<file path="src/rtl/rf_wb_arbiter_if.sv">
// rf_wb_arbiter_if: writeback request sources plus register_bank write port
//   s0_*/s1_*  valid/ready request channels: addr, lane mask, lane data
//   write_en, waddr, wdata  registered write to register_bank
//   wb_pending  per-register outstanding-write scoreboard
//   idle        nothing queued and output stage empty
interface rf_wb_arbiter_if #(
    parameter int LANES = 8,
    parameter int DW    = 32,
    parameter int AW    = 4
);
    logic                  s0_valid;
    logic                  s0_ready;
    logic [AW-1:0]         s0_addr;
    logic [LANES-1:0]      s0_mask;
    logic [LANES*DW-1:0]   s0_data;
    logic                  s1_valid;
    logic                  s1_ready;
    logic [AW-1:0]         s1_addr;
    logic [LANES-1:0]      s1_mask;
    logic [LANES*DW-1:0]   s1_data;
    logic [LANES-1:0]      write_en;
    logic [AW-1:0]         waddr;
    logic [LANES*DW-1:0]   wdata;
    logic [2**AW-1:0]      wb_pending;
    logic                  idle;
    modport master (
        output s0_valid, s0_addr, s0_mask, s0_data,
        output s1_valid, s1_addr, s1_mask, s1_data,
        input  s0_ready, s1_ready, write_en, waddr, wdata, wb_pending, idle
    );
    modport slave (
        input  s0_valid, s0_addr, s0_mask, s0_data,
        input  s1_valid, s1_addr, s1_mask, s1_data,
        output s0_ready, s1_ready, write_en, waddr, wdata, wb_pending, idle
    );
endinterface

</file>
<file path="src/rtl/rf_wb_arbiter.sv">
// rf_wb_arbiter: round-robin share of the register_bank write port between ALU (src 0) and LSU (src 1)
//   clk    clock
//   rst_n  asynchronous active-low reset
//   bus    rf_wb_arbiter_if.slave: two valid/ready sources in, bank write port,
//          wb_pending scoreboard and idle out
module rf_wb_arbiter #(
    parameter int LANES = 8,
    parameter int DW    = 32,
    parameter int AW    = 4,
    parameter int DEPTH = 2
) (
    input  logic           clk,
    input  logic           rst_n,
    rf_wb_arbiter_if.slave bus
);
    localparam int PW = $clog2(DEPTH);
    localparam int EW = AW + LANES + LANES * DW;
    logic [EW-1:0]        in_ent [2];
    logic [EW-1:0]        mem    [2][DEPTH];
    logic [EW-1:0]        head   [2];
    logic [DEPTH-1:0]     vld    [2];
    logic [PW-1:0]        wp     [2];
    logic [PW-1:0]        rp     [2];
    logic [EW-1:0]        gnt_ent;
    logic [1:0]           in_valid, ready, ne, push, pop;
    logic                 rr, ov;
    logic [LANES-1:0]     we_q;
    logic [AW-1:0]        addr_q;
    logic [LANES*DW-1:0]  data_q;
    logic [2**AW-1:0]     pend;
    assign in_valid  = {bus.s1_valid, bus.s0_valid};
    assign in_ent[0] = {bus.s0_addr, bus.s0_mask, bus.s0_data};
    assign in_ent[1] = {bus.s1_addr, bus.s1_mask, bus.s1_data};
    // per-slot valid bits make full/empty pure functions of registered state
    for (genvar s = 0; s < 2; s++) begin : g_src
        assign ready[s] = ~&vld[s];
        assign ne[s]    = vld[s][rp[s]];
        assign head[s]  = mem[s][rp[s]];
    end
    assign push = in_valid & ready;
    // rr=0 favours src 0 when both heads are present
    assign pop[0]  = ne[0] & (~ne[1] | ~rr);
    assign pop[1]  = ne[1] & ~pop[0];
    assign gnt_ent = pop[1] ? head[1] : head[0];
    always_ff @(posedge clk) begin
        for (int s = 0; s < 2; s++)
            if (push[s]) mem[s][wp[s]] <= in_ent[s];
    end
    always_ff @(posedge clk or negedge rst_n) begin
        if (!rst_n) begin
            for (int s = 0; s < 2; s++) begin
                vld[s] <= '0;
                wp[s]  <= '0;
                rp[s]  <= '0;
            end
        end else begin
            // push and pop never hit the same slot: pop needs non-empty, push needs non-full
            for (int s = 0; s < 2; s++) begin
                if (pop[s]) begin
                    vld[s][rp[s]] <= 1'b0;
                    rp[s]         <= rp[s] + 1'b1;
                end
                if (push[s]) begin
                    vld[s][wp[s]] <= 1'b1;
                    wp[s]         <= wp[s] + 1'b1;
                end
            end
        end
    end
    always_ff @(posedge clk or negedge rst_n) begin
        if (!rst_n) begin
            rr     <= 1'b0;
            ov     <= 1'b0;
            we_q   <= '0;
            addr_q <= '0;
            data_q <= '0;
        end else begin
            rr   <= (&ne) ? ~rr : rr;
            ov   <= |pop;
            we_q <= (|pop) ? gnt_ent[EW-AW-1 -: LANES] : '0;
            if (|pop) begin
                addr_q <= gnt_ent[EW-1 -: AW];
                data_q <= gnt_ent[LANES*DW-1:0];
            end
        end
    end
    // mask is ignored: a zero-mask entry still blocks readers until it retires
    always_comb begin
        pend = '0;
        if (ov) pend[addr_q] = 1'b1;
        for (int s = 0; s < 2; s++)
            for (int i = 0; i < DEPTH; i++)
                if (vld[s][i]) pend[mem[s][i][EW-1 -: AW]] = 1'b1;
    end
    assign bus.s0_ready   = ready[0];
    assign bus.s1_ready   = ready[1];
    assign bus.write_en   = we_q;
    assign bus.waddr      = addr_q;
    assign bus.wdata      = data_q;
    assign bus.wb_pending = pend;
    assign bus.idle       = ~|vld[0] & ~|vld[1] & ~ov;
endmodule

</file>
<file path="src/flat_wrapper.sv">
// flat-port wrapper written by rule: the top's interface ports become plain ports
module rf_wb_arbiter_flat 
#(
    parameter int LANES = 8,
    parameter int DW    = 32,
    parameter int AW    = 4,
    parameter int DEPTH = 2
)
  (clk, rst_n, bus_s0_valid, bus_s0_addr, bus_s0_mask, bus_s0_data, bus_s1_valid, bus_s1_addr, bus_s1_mask, bus_s1_data, bus_s0_ready, bus_s1_ready, bus_write_en, bus_waddr, bus_wdata, bus_wb_pending, bus_idle);
  rf_wb_arbiter_if #(.LANES(LANES), .DW(DW), .AW(AW)) bus_i ();
  input  logic clk;
  input  logic rst_n;
  input wire logic [$bits(bus_i.s0_valid)-1:0] bus_s0_valid;
  input wire logic [$bits(bus_i.s0_addr)-1:0] bus_s0_addr;
  input wire logic [$bits(bus_i.s0_mask)-1:0] bus_s0_mask;
  input wire logic [$bits(bus_i.s0_data)-1:0] bus_s0_data;
  input wire logic [$bits(bus_i.s1_valid)-1:0] bus_s1_valid;
  input wire logic [$bits(bus_i.s1_addr)-1:0] bus_s1_addr;
  input wire logic [$bits(bus_i.s1_mask)-1:0] bus_s1_mask;
  input wire logic [$bits(bus_i.s1_data)-1:0] bus_s1_data;
  output wire logic [$bits(bus_i.s0_ready)-1:0] bus_s0_ready;
  output wire logic [$bits(bus_i.s1_ready)-1:0] bus_s1_ready;
  output wire logic [$bits(bus_i.write_en)-1:0] bus_write_en;
  output wire logic [$bits(bus_i.waddr)-1:0] bus_waddr;
  output wire logic [$bits(bus_i.wdata)-1:0] bus_wdata;
  output wire logic [$bits(bus_i.wb_pending)-1:0] bus_wb_pending;
  output wire logic [$bits(bus_i.idle)-1:0] bus_idle;
  assign bus_i.s0_valid = bus_s0_valid;
  assign bus_i.s0_addr = bus_s0_addr;
  assign bus_i.s0_mask = bus_s0_mask;
  assign bus_i.s0_data = bus_s0_data;
  assign bus_i.s1_valid = bus_s1_valid;
  assign bus_i.s1_addr = bus_s1_addr;
  assign bus_i.s1_mask = bus_s1_mask;
  assign bus_i.s1_data = bus_s1_data;
  assign bus_s0_ready = bus_i.s0_ready;
  assign bus_s1_ready = bus_i.s1_ready;
  assign bus_write_en = bus_i.write_en;
  assign bus_waddr = bus_i.waddr;
  assign bus_wdata = bus_i.wdata;
  assign bus_wb_pending = bus_i.wb_pending;
  assign bus_idle = bus_i.idle;
  rf_wb_arbiter #(.LANES(LANES), .DW(DW), .AW(AW), .DEPTH(DEPTH)) u_core (.clk(clk), .rst_n(rst_n), .bus(bus_i));
endmodule
</file>
<file path="config.mk">
export PLATFORM = sky130hd
export DESIGN_NAME = rf_wb_arbiter_flat
export DESIGN_NICKNAME = d
export VERILOG_FILES = /design/src/rtl/rf_wb_arbiter_if.sv /design/src/rtl/rf_wb_arbiter.sv /design/src/flat_wrapper.sv
export SDC_FILE = /design/constraint.sdc
export NUM_CORES = 1
export LEC_CHECK = 0
export BUFFER_PORTS_ARGS = -buffer_cell sky130_fd_sc_hd__buf_2
export CAP_MARGIN = 10
export CORE_AREA = 5 5 323 325
export DETAILED_ROUTE_END_ITERATION = 16
export DIE_AREA = 0 0 328 330
export PLACE_DENSITY = 0.76
export SLEW_MARGIN = 40
export SYNTH_ARGS = -nofsm -noshare
export SYNTH_HDL_FRONTEND = slang
export SYNTH_SLANG_ARGS = --single-unit
</file>
<file path="constraint.sdc">
create_clock -name clk -period 16.8 [get_ports clk]
set_input_delay 4.2 -clock clk [delete_from_list [all_inputs] [get_ports clk]]
set_output_delay 4.2 -clock clk [all_outputs]
set_load 0.1 [all_outputs]
</file>
Word level (Yosys, flattened, before mapping)
Memories as Yosys holds them, arrays and structs flattened.
Cells that the tools add are included.
Widths: inputs -> output; s select.
{ "classes": {"addsub": 4, "magnitude_cmp": 24, "muxes": 47, "bitwise_logic": 24, "reduce_logical": 21} }
{ "op_table": {"columns": ["operator", "n"], "rows": [
  ["$mux 268", 9],
  ["$mux 536", 2],
  ["$demux 268 s1", 2],
  ["$mux 16", 5],
  ["$or 16x16->16", 4],
  ["$lt 4x5->1 const B", 5],
  ["$demux 1 s4", 5],
  ["$ge 4x1->1 const B", 5],
  ["$mux 1", 15],
  ["$logic_and 1x1->1", 11],
  ["$ge 2x2->1 const B", 4],
  ["$lt 1x2->1 const B", 4],
  ["$mux 2", 4],
  ["$mux 8", 1],
  ["$not 1->2", 4],
  ["$and 2x2->2", 3],
  ["$reduce_and 2->1", 3],
  ["$reduce_or 2->1", 3],
  ["$add 1x1->1 const B", 4],
  ["$and 1x1->1", 4],
  ["$demux 1 s1", 4],
  ["$ge 1x1->1 const B", 4],
  ["$logic_not 1->1", 4],
  ["$lt 2x1->1 const B", 2],
  ["other kinds (4)", 9]
]} }
{ "word_totals": {"reg_bits": 278, "ramBits": 1072, "inputBits": 540, "elab_cells": 132, "mem_count": 1} }
{ "memory_table": {"columns": ["memory", "depth", "width", "rd", "rd_clocked_by_memory_dff", "write_ports", "line_no", "source"], "rows": [
  ["u_core.mem", 2, 536, 2, 0, 2, "rf_wb_arbiter.sv:19", "logic [EW-1:0] mem [2][DEPTH];"]
]} }

Depth between registers and ports, before layout
{ "depth": {"depth_word": 13, "ltp_mapped": 7} }

Worst setup path after synthesis
No wires, ideal clock.
{ "synth_path": {"path_type": "input-to-reg", "startpoint": "input port bus_s1_valid", "endpoint": "memory u_core.mem[0][1000] in the netlist's numbering, enable pin", "t_arrival_ns": 15.444, "required_time_ns": 15.897, "path_slack_ns": 0.452, "stages": 2, "n_path_buf": 0, "path_cell_list": "nand2_1 nor2_1"} }
{ "synth_rtl": {"columns": ["element", "line_no", "source"], "rows": [
  ["start, declared", "flat_wrapper.sv:17", "input wire logic [$bits(bus_i.s1_valid)-1:0] bus_s1_valid;"],
  ["end, declared", "rf_wb_arbiter.sv:19", null]
]} }

Worst setup path after layout
{ "layout_path": {"startpoint": "register u_core.vld[2] in the netlist's numbering", "endpoint": "output port bus_idle"} }
{ "layout_between": {"elab_chain_len": 4} }
{ "layout_rtl": {"columns": ["element", "line_no", "source"], "rows": [
  ["start, declared", "rf_wb_arbiter.sv:21", "logic [DEPTH-1:0] vld [2];"],
  ["start signal, assigned by index", "rf_wb_arbiter.sv:52", "vld[s] <= '0;"],
  ["start signal, assigned by index", "rf_wb_arbiter.sv:60", "vld[s][rp[s]] <= 1'b0;"],
  ["start signal, assigned by index", "rf_wb_arbiter.sv:64", "vld[s][wp[s]] <= 1'b1;"],
  ["$reduce_or 2->1", "rf_wb_arbiter.sv:101", "assign bus.idle = ~|vld[0] & ~|vld[1] & ~ov;"],
  ["$logic_not 1->1", "rf_wb_arbiter.sv:101", null],
  ["$and 1x1->1 (2 in series)", "rf_wb_arbiter.sv:101", null],
  ["end, declared", "flat_wrapper.sv:27", "output wire logic [$bits(bus_i.idle)-1:0] bus_idle;"]
]} }
No other way between the ends.

==> out/metrics.yaml <==
outcome:
  status: "complete, no violations"
clocking:
  cts_sinks: 1350
  postCtsSetupRepairBufs: 0
  ctsHoldBuffers: 0
  cts_max_level: 4
  clock_latency_ns: 0.76
  cts-root-buf: "clkbuf_16"
  clockBufferDepth: 3
  clk_pin_slew_ns: 0.06
  cts_made_buffers: 138
  cts_tree: "built"
  cts_resized: 0
logic_synthesis:
  netlist.area_leader.share_pct: 59.88
  syn_nets: 3584
  synth_warnings: 0
  synthDistinctLibCells: 44
  async_flop_share_pct: 20.59
  syn_avg_cell_area_sq_um: 17.66
  yosysMostFrequentCell: "edfxtp_1"
  synth_top_cells_by_area: "edfxtp_1, dfrtp_1, mux2i_1"
  yosys.area.top_type: "edfxtp_1"
  syn_inst: 3044
  synth-main-ff-cell: "edfxtp_1"
  synth-edff-count: 1072
  syn_area_sq_mm: 0.05376
  synthTopCellsByCount: "edfxtp_1, mux2i_1, dfrtp_1"
  ys_seq_area_share_pct: 72.83
  yosys_register_bits: 1350
route:
  wl_per_cell_um: 27.87
  first_pass_iters: 5
  drt-initial-drc-count: 2801
  vias_per_cell: 6.022
  routed-via-count: 32440
  drcViolationCount: 0
  routed_wl_um: 150100
  ant_nets: 0
setup_path:
  worstReg2RegEnd: "u_core.bus.wdata[121]"
  crit_cells: 3
  path_max_fanout: 9
  crit_family: "simple AND/OR/NAND/NOR gates"
  setup.worst_path.start_class: "flop"
  worst_ep_required_time_ns: 12.60
  crit_end: "bus_idle"
  rr_startpoint: "u_core.rp[1]"
  crit_path_end_kind: "output port"
  r2r_cells: 6
  rrSetupSlack_ns: 13.18
  max_stage_delay_ns: 0.55
  path_cells: "or4_1, nor2_1, buf_2"
  arrival_ns: 2.93
  critPathKind: "flop to output port"
  startpoint: "u_core.vld[2]"
  crit_buf_inv: 1
  crit_slowest_cell: "or4_1"
hold_path:
  hold_path_class: "flop to flop"
  whs_path_depth: 2
timing:
  max_clock_freq_mhz: 140.3
  final_hold_viol_count: 0
  slew_viol_final: 0
  skew_ns: 0.03113
  maxSlewHeadroom_pct: 41.79
  worstMarginPinSlew_ns: 0.8731
  rsz0062_at_grt: "false"
  setup_viol: 0
  tns_ns: 0
  finalCritPeriodShare_pct: 42.42
  period_needed_ns: 7.126
grt:
  grt_pass1_wl_um: 215300
  track_usage_pct: 26.71
  antenna_found_initial: 84
  grt_max_degree: 143
  grt_pass1_vias: 32790
  grt_overflow: 0
finish:
  drive_gt1_share_pct: 36.79
  area_growth_pct: 19.45
  nets: 4384
flow_run:
  max-cap-violations: 0
floorplan:
  pin_count: 827
  die_w_um: 328
  dieArea_sq_mm: 0.1082
  chipHeight_um: 330
  rows: 117
  core_area_sq_mm: 0.1012
  initial_core_util_pct: 53.14
placed_design:
  dp_hpwl_um: 94220
  portBuffers: 826
  gp_congestion: 0.8876
## layer usage
metal	track usage (%)	routed length, um	vias up
li1	-	-	13940
met1	34.47	56280	16430
met2	42.85	73700	1674
met3	7.112	13210	355
met4	12.39	6635	46
met5	0	296	-
## stage by stage
step                      utilization, %  cells  worst slack (ns)  hold WS, ns  instance area (sq um)
after global placement             58.32   5056             9.623       0.5122                  58990
after detailed placement           58.71   5069             9.838       0.5221                  59390
final                              63.48   5387             9.674       0.5336                  64210
after global routing               63.44   5374             9.479       0.5814                  64180
after CTS                          63.25   5325             9.496       0.5360                  63980
after floorplan                        -   3044            0.4521       0.4807                  53760
## logic make-up after synthesis
group | count (synthesis) | share of synthesized area [%]
mux | 800 | 15.54
simple gates | 356 | 3.422
compound gates | 313 | 6.075
buf+inv | 222 | 2.086
xor+xnor | 3 | 0.04889
flops | 1350 | 72.83
## sequential cells by signal, summed over array words and instances (netlist names)
| name | cells |
|---|---|
| u_core.wp | 2 |
| u_core.ov | 1 |
| u_core.bus.wdata | 256 |
| u_core.vld | 4 |
| u_core.rp | 2 |
| u_core.bus.write_en | 8 |
| u_core.mem | 1072 |
| u_core.bus.waddr | 4 |
| u_core.rr | 1 |
## how the worst min path moves through the flow
stage | from | slack (ns) | to
2_1_floorplan | u_core.wp[1] | 0.48 | u_core.wp[1]
3_3_place_gp | u_core.mem[0][1063] | 0.51 | u_core.bus.write_en[3]
3_5_place_dp | u_core.mem[0][1061] | 0.52 | u_core.bus.write_en[1]
4_1_cts | u_core.mem[0][1061] | 0.54 | u_core.bus.write_en[1]
5_1_grt | u_core.mem[0][797] | 0.58 | u_core.bus.write_en[5]
6_report | u_core.mem[0][1061] | 0.53 | u_core.bus.write_en[1]
## final cells by class
| cell class | count | area (sq um) |
|---|---|---|
| flip-flops and latches | 1350 | 39160 |
| fillers | 7138 | 36950 |
| multi-input cells | 1472 | 13540 |
| repair buffers | 877 | 5051 |
| clock buffers | 202 | 3965 |
| well taps | 1368 | 1712 |
| clock inverters | 54 | 618.1 |
| diodes | 59 | 147.6 |
| inverters | 5 | 18.77 |
## worst register-to-register path, cell delays in order, from the launching register on
cell      delay [ns]
dfrtp_4         0.93
buf_4           0.49
mux2i_4         0.34
buf_6           0.52
buf_6           0.68
nor3_1          0.22
a221oi_1        0.32
## cell usage in the layout, fill, tap and decap left out, types with 16 or more instances in the layout
cell       netlist  final
edfxtp_1      1072   1072
clkbuf_8         0     25
mux2_2         261    261
clkbuf_16        0    139
buf_2          131    825
mux2i_1        536    536
dfrtp_1        278    275
clkinv_2         0     16
nor3_1         266    266
clkbuf_1        65     38
o22ai_1         28     28
diode_2          0     59
a221oi_2       100    100
a221oi_1       160    160
Power is not shown: default switching activity piles up to over one toggle a cycle in this logic, so the estimate is an artifact.
